### src/rtl/raiz_pkg.sv
// Shared definitions for the integer square-root core.
//   - state_e     : sequencer states
//   - WIDTH_DEF   : default operand width (even, >= 4)
//   - ITER_DEF    : iterations for the default width (two result bits each)
//   - cnt_width() : iteration-counter width for a given iteration count
package raiz_pkg;

  localparam int WIDTH_DEF = 16;
  localparam int ITER_DEF  = WIDTH_DEF / 2;

  typedef enum logic [2:0] {
    IDLE,
    LOAD,
    SHIFT,
    TEST,
    FIN
  } state_e;

  // $clog2(1) is 0, so keep at least one counter bit.
  function automatic int cnt_width(input int iter);
    return (iter > 1) ? $clog2(iter) : 1;
  endfunction

  localparam int CNT_W_DEF = cnt_width(ITER_DEF);

endpackage

### src/rtl/raiz_trial_sub.sv
// Trial subtraction for one restoring square-root iteration.
//   a_in    in  WIDTH    partial remainder after the 2-bit shift
//   root_in in  WIDTH/2  root bits found so far
//   sum_c2  out WIDTH    a_in - {root_in, 2'b01}, two's complement
//   msb     out 1        sign of sum_c2 (1 = trial value too large)
// The partial remainder never exceeds 2*root, so after the shift it stays
// below 2^(WIDTH/2+3) and the WIDTH-bit result's sign bit is exact.
module raiz_trial_sub
  import raiz_pkg::*;
#(
  parameter int WIDTH = WIDTH_DEF
) (
  input  logic [WIDTH-1:0]   a_in,
  input  logic [WIDTH/2-1:0] root_in,
  output logic [WIDTH-1:0]   sum_c2,
  output logic               msb
);

  logic [WIDTH-1:0] trial;

  always_comb begin
    trial  = WIDTH'({root_in, 2'b01});
    sum_c2 = a_in + ~trial + WIDTH'(1);
    msb    = sum_c2[WIDTH-1];
  end

endmodule

### src/rtl/raiz_control_unit.sv
// Sequencer and root datapath of the integer square-root core.
// Drives the external A/remainder shift register and accumulates the root,
// one root bit per SHIFT/TEST pair, WIDTH/2 pairs per operand.
//   CLK    in  1        clock, rising edge
//   RST    in  1        synchronous active-high reset
//   START  in  1        run request, honoured only in IDLE
//   A_out  in  WIDTH    partial remainder from the A register
//   LD     out 1        load strobe (A cleared, operand shadow loaded)
//   SH     out 1        shift-by-2 strobe
//   LDA2   out 1        conditional-load strobe (A takes SUM_C2 when MSB=0)
//   MSB    out 1        sign of SUM_C2
//   SUM_C2 out WIDTH    A_out - {ROOT, 2'b01}
//   ROOT   out WIDTH/2  root register, held after completion
//   BUSY   out 1        high from LOAD through the last TEST
//   DONE   out 1        one-cycle completion pulse
module raiz_control_unit
  import raiz_pkg::*;
#(
  parameter int WIDTH = WIDTH_DEF
) (
  input  logic               CLK,
  input  logic               RST,
  input  logic               START,
  input  logic [WIDTH-1:0]   A_out,
  output logic               LD,
  output logic               SH,
  output logic               LDA2,
  output logic               MSB,
  output logic [WIDTH-1:0]   SUM_C2,
  output logic [WIDTH/2-1:0] ROOT,
  output logic               BUSY,
  output logic               DONE
);

  localparam int ITER  = WIDTH / 2;
  localparam int RW    = WIDTH / 2;
  localparam int CNT_W = cnt_width(ITER);
  localparam logic [CNT_W-1:0] CNT_LAST = CNT_W'(ITER - 1);

  state_e           state_q, state_d;
  logic [RW-1:0]    root_q, root_d;
  logic [CNT_W-1:0] cnt_q, cnt_d;

  raiz_trial_sub #(
    .WIDTH(WIDTH)
  ) u_trial (
    .a_in   (A_out),
    .root_in(root_q),
    .sum_c2 (SUM_C2),
    .msb    (MSB)
  );

  always_ff @(posedge CLK) begin
    if (RST) begin
      state_q <= IDLE;
      root_q  <= '0;
      cnt_q   <= '0;
    end else begin
      state_q <= state_d;
      root_q  <= root_d;
      cnt_q   <= cnt_d;
    end
  end

  always_comb begin
    state_d = state_q;
    root_d  = root_q;
    cnt_d   = cnt_q;
    LD      = 1'b0;
    SH      = 1'b0;
    LDA2    = 1'b0;
    BUSY    = 1'b0;
    DONE    = 1'b0;
    case (state_q)
      IDLE: begin
        if (START) begin
          state_d = LOAD;
        end
      end
      LOAD: begin
        LD      = 1'b1;
        BUSY    = 1'b1;
        root_d  = '0;
        cnt_d   = '0;
        state_d = SHIFT;
      end
      SHIFT: begin
        SH      = 1'b1;
        BUSY    = 1'b1;
        state_d = TEST;
      end
      TEST: begin
        LDA2   = 1'b1;
        BUSY   = 1'b1;
        // A non-negative trial result means the new root bit is 1; the A
        // register commits SUM_C2 on this same edge in that case.
        root_d = {root_q[RW-2:0], ~MSB};
        if (cnt_q == CNT_LAST) begin
          state_d = FIN;
        end else begin
          cnt_d   = cnt_q + CNT_W'(1);
          state_d = SHIFT;
        end
      end
      FIN: begin
        DONE    = 1'b1;
        state_d = IDLE;
      end
      default: begin
        state_d = IDLE;
      end
    endcase
  end

  assign ROOT = root_q;

endmodule

### config.mk
export PLATFORM = sky130hd
export DESIGN_NAME = raiz_control_unit
export DESIGN_NICKNAME = d
export VERILOG_FILES = /design/src/rtl/raiz_pkg.sv /design/src/rtl/raiz_trial_sub.sv /design/src/rtl/raiz_control_unit.sv
export SDC_FILE = /design/constraint.sdc
export NUM_CORES = 1
export LEC_CHECK = 0
export BUFFER_PORTS_ARGS = -buffer_cell sky130_fd_sc_hd__buf_2
export CAP_MARGIN = 40
export CORE_MARGIN = 10
export CORE_UTILIZATION = 51
export CTS_CLUSTER_SIZE = 40
export DETAILED_ROUTE_END_ITERATION = 6
export PLACE_DENSITY_LB_ADDON = 0.15
export SLEW_MARGIN = 10
export SYNTH_ARGS = -nofsm -noshare
export SYNTH_HDL_FRONTEND = slang
export SYNTH_SLANG_ARGS = --single-unit
### constraint.sdc
create_clock -name CLK -period 3.85 [get_ports CLK]
set_clock_uncertainty 0.15 [all_clocks]
set_input_delay 0.77 -clock CLK [delete_from_list [all_inputs] [get_ports CLK]]
set_output_delay 0.77 -clock CLK [all_outputs]
set_load 0.05 [all_outputs]
== Word level (Yosys, flattened, before mapping) ==
Cells that the tools add are included.

* Output and inout port bits: 30
* Register bits: 14

* Mux-type cells: 11
* Equality and inequality tests: 7
* $add $sub $neg: 3
* Bitwise gates (word level): 2
* Reduce and logical (&&, ||, !) cells: 4

{| class="wikitable"
|+ Operators by type and width
! kind !! number
|-
| $add 16x1->16 const B || 1
|-
| $add 16x16->16 || 1
|-
| $not 10->16 || 1
|-
| $pmux 8 s2 || 1
|-
| $pmux 3 s4 || 1
|-
| $mux 3 || 3
|-
| $eq 3x2->1 const B || 2
|-
| $eq 3x3->1 const B || 2
|-
| $pmux 3 s2 || 1
|-
| $mux 1 || 5
|-
| $ne 2x2->1 const B || 2
|-
| $add 3x1->3 const B || 1
|-
| $eq 3x1->1 const B || 1
|-
| $logic_not 3->1 || 1
|-
| $reduce_or 3->1 || 1
|-
| $reduce_and 2->1 || 1
|-
| $reduce_bool 2->1 || 1
|-
| $not 1->1 || 1
|}

== Logic depth before layout (Yosys ltp) ==
Gate-level depths: netlist (run 1).

* Depth after elaboration: 5
* Depth in mapped cells: 7

== Cells and area by module ==
From an unflattened synthesis (run 1), not the netlist that was laid out.

* Cell total of the unflattened synthesis: 144
* Area total of the unflattened synthesis: 1129.8 um^2

{| class="wikitable"
|+ Modules (own cells, without submodules)
! module !! instances !! cells an instance !! area an instance (um^2) !! seq. area each (um^2)
|-
| raiz_control_unit || 1 || 68 || 586.8 || 280.3
|-
| raiz_trial_sub || 1 || 76 || 543.0 || 0.0
|}

== Worst setup path after synthesis (run 1) ==
No wires, ideal clock.

* Path type: input to output
* Start: in A_out[0]
* End: out SUM_C2[14]
* Required time: 2930 ps
* Slack: 16 ps
* Cell stages on the path: 7
* Buffers on the path: 0
* Data arrival time: 2914 ps
* Cell sequence: inv_1 -> ha_1 -> nand2b_1 -> a21oi_1 -> o41ai_2 -> o2111ai_1 -> xnor2_1

* Cells in the longest elaborated chain, start to end: 2

{| class="wikitable"
|+ Ends and longest elaborated chain
! what !! line !! RTL
|-
| start: declaration || raiz_control_unit.sv:24 || <nowiki>input logic [WIDTH-1:0] A_out,</nowiki>
|-
| $add 16x16->16 || raiz_trial_sub.sv:23 || <nowiki>sum_c2 = a_in + ~trial + WIDTH'(1);</nowiki>
|-
| $add 16x1->16 || raiz_trial_sub.sv:23 ||
|-
| end: declaration || raiz_control_unit.sv:29 || <nowiki>output logic [WIDTH-1:0] SUM_C2,</nowiki>
|}

Every way passes these cells.

== Worst setup path in the final report (run 1) ==
* Start: in A_out[4]
* End: out SUM_C2[13]

Same word-level chain as after synthesis.

==> flow_summary.ini, run 1 <==
[die]
start_util_pct = 53.6
fp-row-count = 17
fp.dieW_microns = 68.4
die_area_sq_mm = 0.00468
coreArea_sq_mm = 0.00223
boundaryPins = 49
die_h_microns = 68.4

[placement]
numPortBuffers = 48
dpl.hpwl_microns = 2790
placed_area_sq_mm = 0.00145
placed_cells = 230
gp_congestion = 0.852

[cells_and_area]
final_cells = 234
final_cell_mix = buf_2, nand2_1, inv_1, nor2_1
stdcell_area_sq_mm = 0.00149
drive_above_1_share_pct = 28.6
mostFrequentLayoutCell = buf_2
area_delta_synth_final_pct = 24.2
nNetsFinal = 237
final_util_pct = 66.5
nFillCells = 199
diodes = 0

[grt]
grt_antenna_before_repair = 0
grt_use_met1_pct = 14.0
overflow = 0
grt_usage_pct = 14.0
met3_usage_pct = 2.61
grt_max_degree = 17
met2_usage_pct = 27.3
busiest_layer = met2
grt_pass1_vias = 1269
grt_pass1_wl_microns = 5330

[logic_synthesis]
seq_area_frac_synth_pct = 23.4
ys_warn_count = 0
synth_area_leader_cell = dfxtp_1
ys_types = 40
synth.net_count = 189
synth_area_sq_mm = 0.00120
yosys-top-cells-area = dfxtp_1, ha_1, xnor2_1
synth_cells = 159
syn_avg_cell_area_sq_um = 7.52
ys_ff_latch = 14
synth_top_cell_area_share_pct = 23.4

[run_status]
status = finished clean

[power]
leakagePower_nw = 0.682
p_per_area_mw_per_mm2 = 300
ir_drop_mv = 0.247

[min_path]
hp-class = flip-flop to flip-flop
hp-start = ROOT[7]
whs_path_depth = 2

[sta]
fin_crit_ns = 3.53
rsz0062_at_grt = false
min_period_over_period_pct = 91.7
finalSetupViolCount = 0
hold_viol = 0
drv_slew = 0
setup_tns_ns = 0
worst_pin_slew_ns = 0.691
slew-limit-headroom_pct = 53.8
clock.fmax_ghz = 0.283

[worst_setup_path]
r2r_start = ROOT[3]
worstSetupEndpointType = output port
critPathLaunch = A_out[4]
cp-start-kind = input pin
r2r_slack_ns = 1.71
reg2regPathDepth = 7
crit_arrival_ns = 2.61
worstPathRequired_ns = 2.93
worst-setup-path-type = input pin to output port
cp_max_fo = 5

[clock_tree]
cts_tree = done
ctsHoldBuffers = 0
cts.repair.resized = 0
htreeDepth = 1
clk_pin_slew_ns = 0.08
numCtsBuffers = 3
cts_sinks = 14
clk-insertion-delay-late_ns = 0.28
cts_setup_buffers = 0
cts-root-buf = clkbuf_4
clockBufferDepth = 2

[drt]
firstDrtPassIters = 4
drt_iter0_drc = 74
routedWlPerCell_microns = 14.0
drtAntennaViolNets = 0
drc = 0
routed_wl_microns = 3280
vias = 1271
avgViaCountPerCell = 5.43

[run]
maxCapViolations = 0
==> state kept, by name, indices dropped and copies added (netlist names) <==
signal	cells
ROOT	8
state_q	3
cnt_q	3
==> path summary, 6_finish.rpt <==
kind | to
max | SUM_C2[13]
min reg2reg | ROOT[7]
max reg2reg | ROOT[0]
min | ROOT[7]
==> stage by stage <==
step	hold WS, ns	power [mW]	setup slack (ns)
2_1_floorplan	0.286	0.300	0.0160
4_1_cts	0.335	0.448	0.338
6_report	0.330	0.446	0.320
5_1_grt	0.373	0.471	0.225
3_3_place_gp	0.294	0.342	0.432
3_5_place_dp	0.323	0.346	0.339
==> critical path: stages <==
cell	delay [ns]
buf_2	0.10
ha_1	0.35
a21oi_1	0.25
a2bb2oi_2	0.22
nand3b_1	0.15
a211oi_1	0.33
xor2_1	0.16
buf_2	0.28
==> kinds of logic after synthesis <==
family / Yosys count / share of synthesized area, %
DFF: 14 / 23.4
muxes: 1 / 0.837
and+or+nand+nor: 62 / 26.2
xor gates and xnor gates: 11 / 8.05
AOI/OAI and AO/OA: 39 / 23.1
adders and majority gates: 11 / 11.5
buffers and inverters: 21 / 6.90
==> cell type report <==
class | count | area [sq um] | area share (%)
Inverter | 16 | 60.1 | 4.04
Clock buffer | 4 | 36.3 | 2.44
Multi-Input combinational cell | 124 | 833 | 56.1
Tap cell | 28 | 35.0 | 2.36
Timing Repair Buffer | 48 | 240 | 16.2
Sequential cell | 14 | 280 | 18.9
==> Yosys cell counts <==
cell type	number
a211oi_1	2
nor4_1	2
a21oi_2	1
o41ai_2	1
o31ai_2	1
nand2_1	17
nor3b_1	2
nor2b_1	1
inv_1	16
a21o_1	3
xnor2_1	10
o21ai_0	3
a2111o_1	1
and4_1	1
ha_1	11
a21oi_1	14
a2bb2oi_2	1
xor2_1	1
o2111ai_1	2
o21bai_1	2
nor3_1	3
nor2_1	16
dfxtp_1	14
o21ai_1	3
clkbuf_1	4
or3_1	1
o211ai_2	1
and3b_1	1
nand4b_2	1
nand3_1	9
nand3b_1	2
nand2b_1	3
and3_1	1
buf_4	1
nand3_2	1
o21a_1	1
a21boi_0	1
and2_1	1
mux2i_1	1
a22oi_1	2
==> power by group <==
part           leakage [nW]  total [mW]  internal [mW]  switching, mW
sequential            0.113       0.152          0.147        0.00522
clock                0.0210       0.104         0.0576         0.0461
combinational         0.547       0.190         0.0523          0.137
==> routing by layer <==
metal | share of wire [%] | wire length [microns]
met5 | 0 | 0
met4 | 1.7 | 55
met3 | 4.6 | 151
met2 | 55 | 1800
met1 | 39 | 1270
No activity file was read; power rests on OpenSTA's default activity.
==> run 2: changes to the inputs <==
- CORE_ASPECT_RATIO: not set -> 1.1
- CORE_MARGIN: 10 -> not set
- PLACE_DENSITY: not set -> 0.88
- PLACE_DENSITY_LB_ADDON: 0.15 -> not set
==> flow_summary.ini, run 2 (same netlist as run 1, synthesis figures left out) <==
[run_status]
status = finished clean

[worst_setup_path]
cpMostUsedCell = buf_2
worstSetupEndpointType = output port
crit_family = compound AO/OA/AOI/OAI gates
cp_max_fo = 5
cp-start-kind = input pin
cp.buffers_inverters = 2
path_cells = buf_2 > ha_1 > a21oi_1 > a2bb2oi_2 > nand3b_1 > a211oi_1 > xor2_1 > buf_2
worstPathRequired_ns = 2.93
crit_path_top_delay_cell = ha_1
cpPeakStageDelay_ns = 0.36
worst-setup-path-type = input pin to output port
crit_arrival_ns = 2.57

[drt]
drt_iter0_drc = 21
vias = 1244
drc = 0
drtAntennaViolNets = 0
firstDrtPassIters = 4
avgViaCountPerCell = 5.25
routed_wl_microns = 2570
routedWlPerCell_microns = 10.8

[placement]
gp_congestion = 0.781
dpl.hpwl_microns = 2130
numPortBuffers = 48

[power]
leakagePower_nw = 0.687
ir_drop_mv = 0.235
p_per_area_mw_per_mm2 = 297

[sta]
fin_crit_ns = 3.49
hold_viol = 0
rsz0062_at_grt = false
clock.fmax_ghz = 0.286
worst_pin_slew_ns = 0.513
setup_tns_ns = 0
finalSetupViolCount = 0
drv_slew = 0
min_period_over_period_pct = 90.7
slew-limit-headroom_pct = 65.7

[clock_tree]
cts_tree = done
cts.repair.resized = 0
cts_setup_buffers = 0
clockBufferDepth = 2
cts-root-buf = clkbuf_4
numCtsBuffers = 3
ctsHoldBuffers = 0
cts_sinks = 14
htreeDepth = 1
clk-insertion-delay-late_ns = 0.27
clk_pin_slew_ns = 0.08

[cells_and_area]
area_delta_synth_final_pct = 25.0
final_cell_mix = buf_2, nand2_1, inv_1, nor2_1
nFillCells = 226
diodes = 0
final_util_pct = 67.1
multi_input_area_sq_um = 833
largest_reg_flops = 8
drive_above_1_share_pct = 29.0
nNetsFinal = 238
mostFrequentLayoutCell = buf_2
register_area_sq_um = 280

[grt]
grt_pass1_vias = 975
grt_pass1_wl_microns = 3930
grt_usage_pct = 20.8
overflow = 0
grt_max_degree = 17
grt_antenna_before_repair = 0

[min_path]
hp-class = flip-flop to flip-flop

[die]
fp.dieW_microns = 48.2
coreArea_sq_mm = 0.00223
die_h_microns = 52.8
boundaryPins = 49
fp-row-count = 18
start_util_pct = 53.6
die_area_sq_mm = 0.00254

[run]
maxCapViolations = 0
[run 2: cell types whose count changed in the layout (fill, tap and decap cells not counted), sizes merged]
cell  change
buf       +1
[run 2: metal layers]
metal / vias to the layer above / global-route usage (%) / part of all wire, %
met5: - / 0 / 0
met4: 0 / 3.70 / 0.47
met3: 2 / 2.41 / 2.8
met2: 27 / 38.0 / 50
met1: 561 / 24.9 / 46
li1: 654 / - / -
[run 2: worst paths after layout]
kind	from	to	slack, ns	depth (start not counted)
max reg2reg	ROOT[3]	ROOT[0]	1.76	7
max	A_out[4]	SUM_C2[13]	0.36	8
min	cnt_q[2]	cnt_q[2]	0.31	2
min reg2reg	cnt_q[2]	cnt_q[2]	0.31	2
[run 2: worst min-delay path, cell delays in order, from the launching register on]
cell and delay [ns]:
dfxtp_1 0.32, nand2_1 0.05, a21oi_1 0.05
[run 2: final cells by class]
cell class | instances | share of cell area, %
Sequential cell | 14 | 18.7
Inverter | 16 | 4.02
Timing Repair Buffer | 49 | 16.6
Clock buffer | 4 | 2.43
Tap cell | 30 | 2.51
Multi-Input combinational cell | 124 | 55.7
[run 2: report_power, final]
part	internal (mW)	switching, mW
Sequential	0.147	0.00539
Combinational	0.0533	0.134
Clock	0.0575	0.0468
Total	0.258	0.186
[run 2: per-stage QoR]
stage                     cell area [sq um]  hold WS [ns]  setup slack [ns]  total power, mW  std cells
after floorplan                        1200         0.286            0.0160            0.300        159
after global placement                 1460         0.299             0.440            0.341        233
after detailed placement               1460         0.306             0.359            0.343        233
after CTS                              1500         0.317             0.356            0.446        237
after global routing                   1500         0.356             0.220            0.469        237
final                                  1500         0.314             0.359            0.444        237
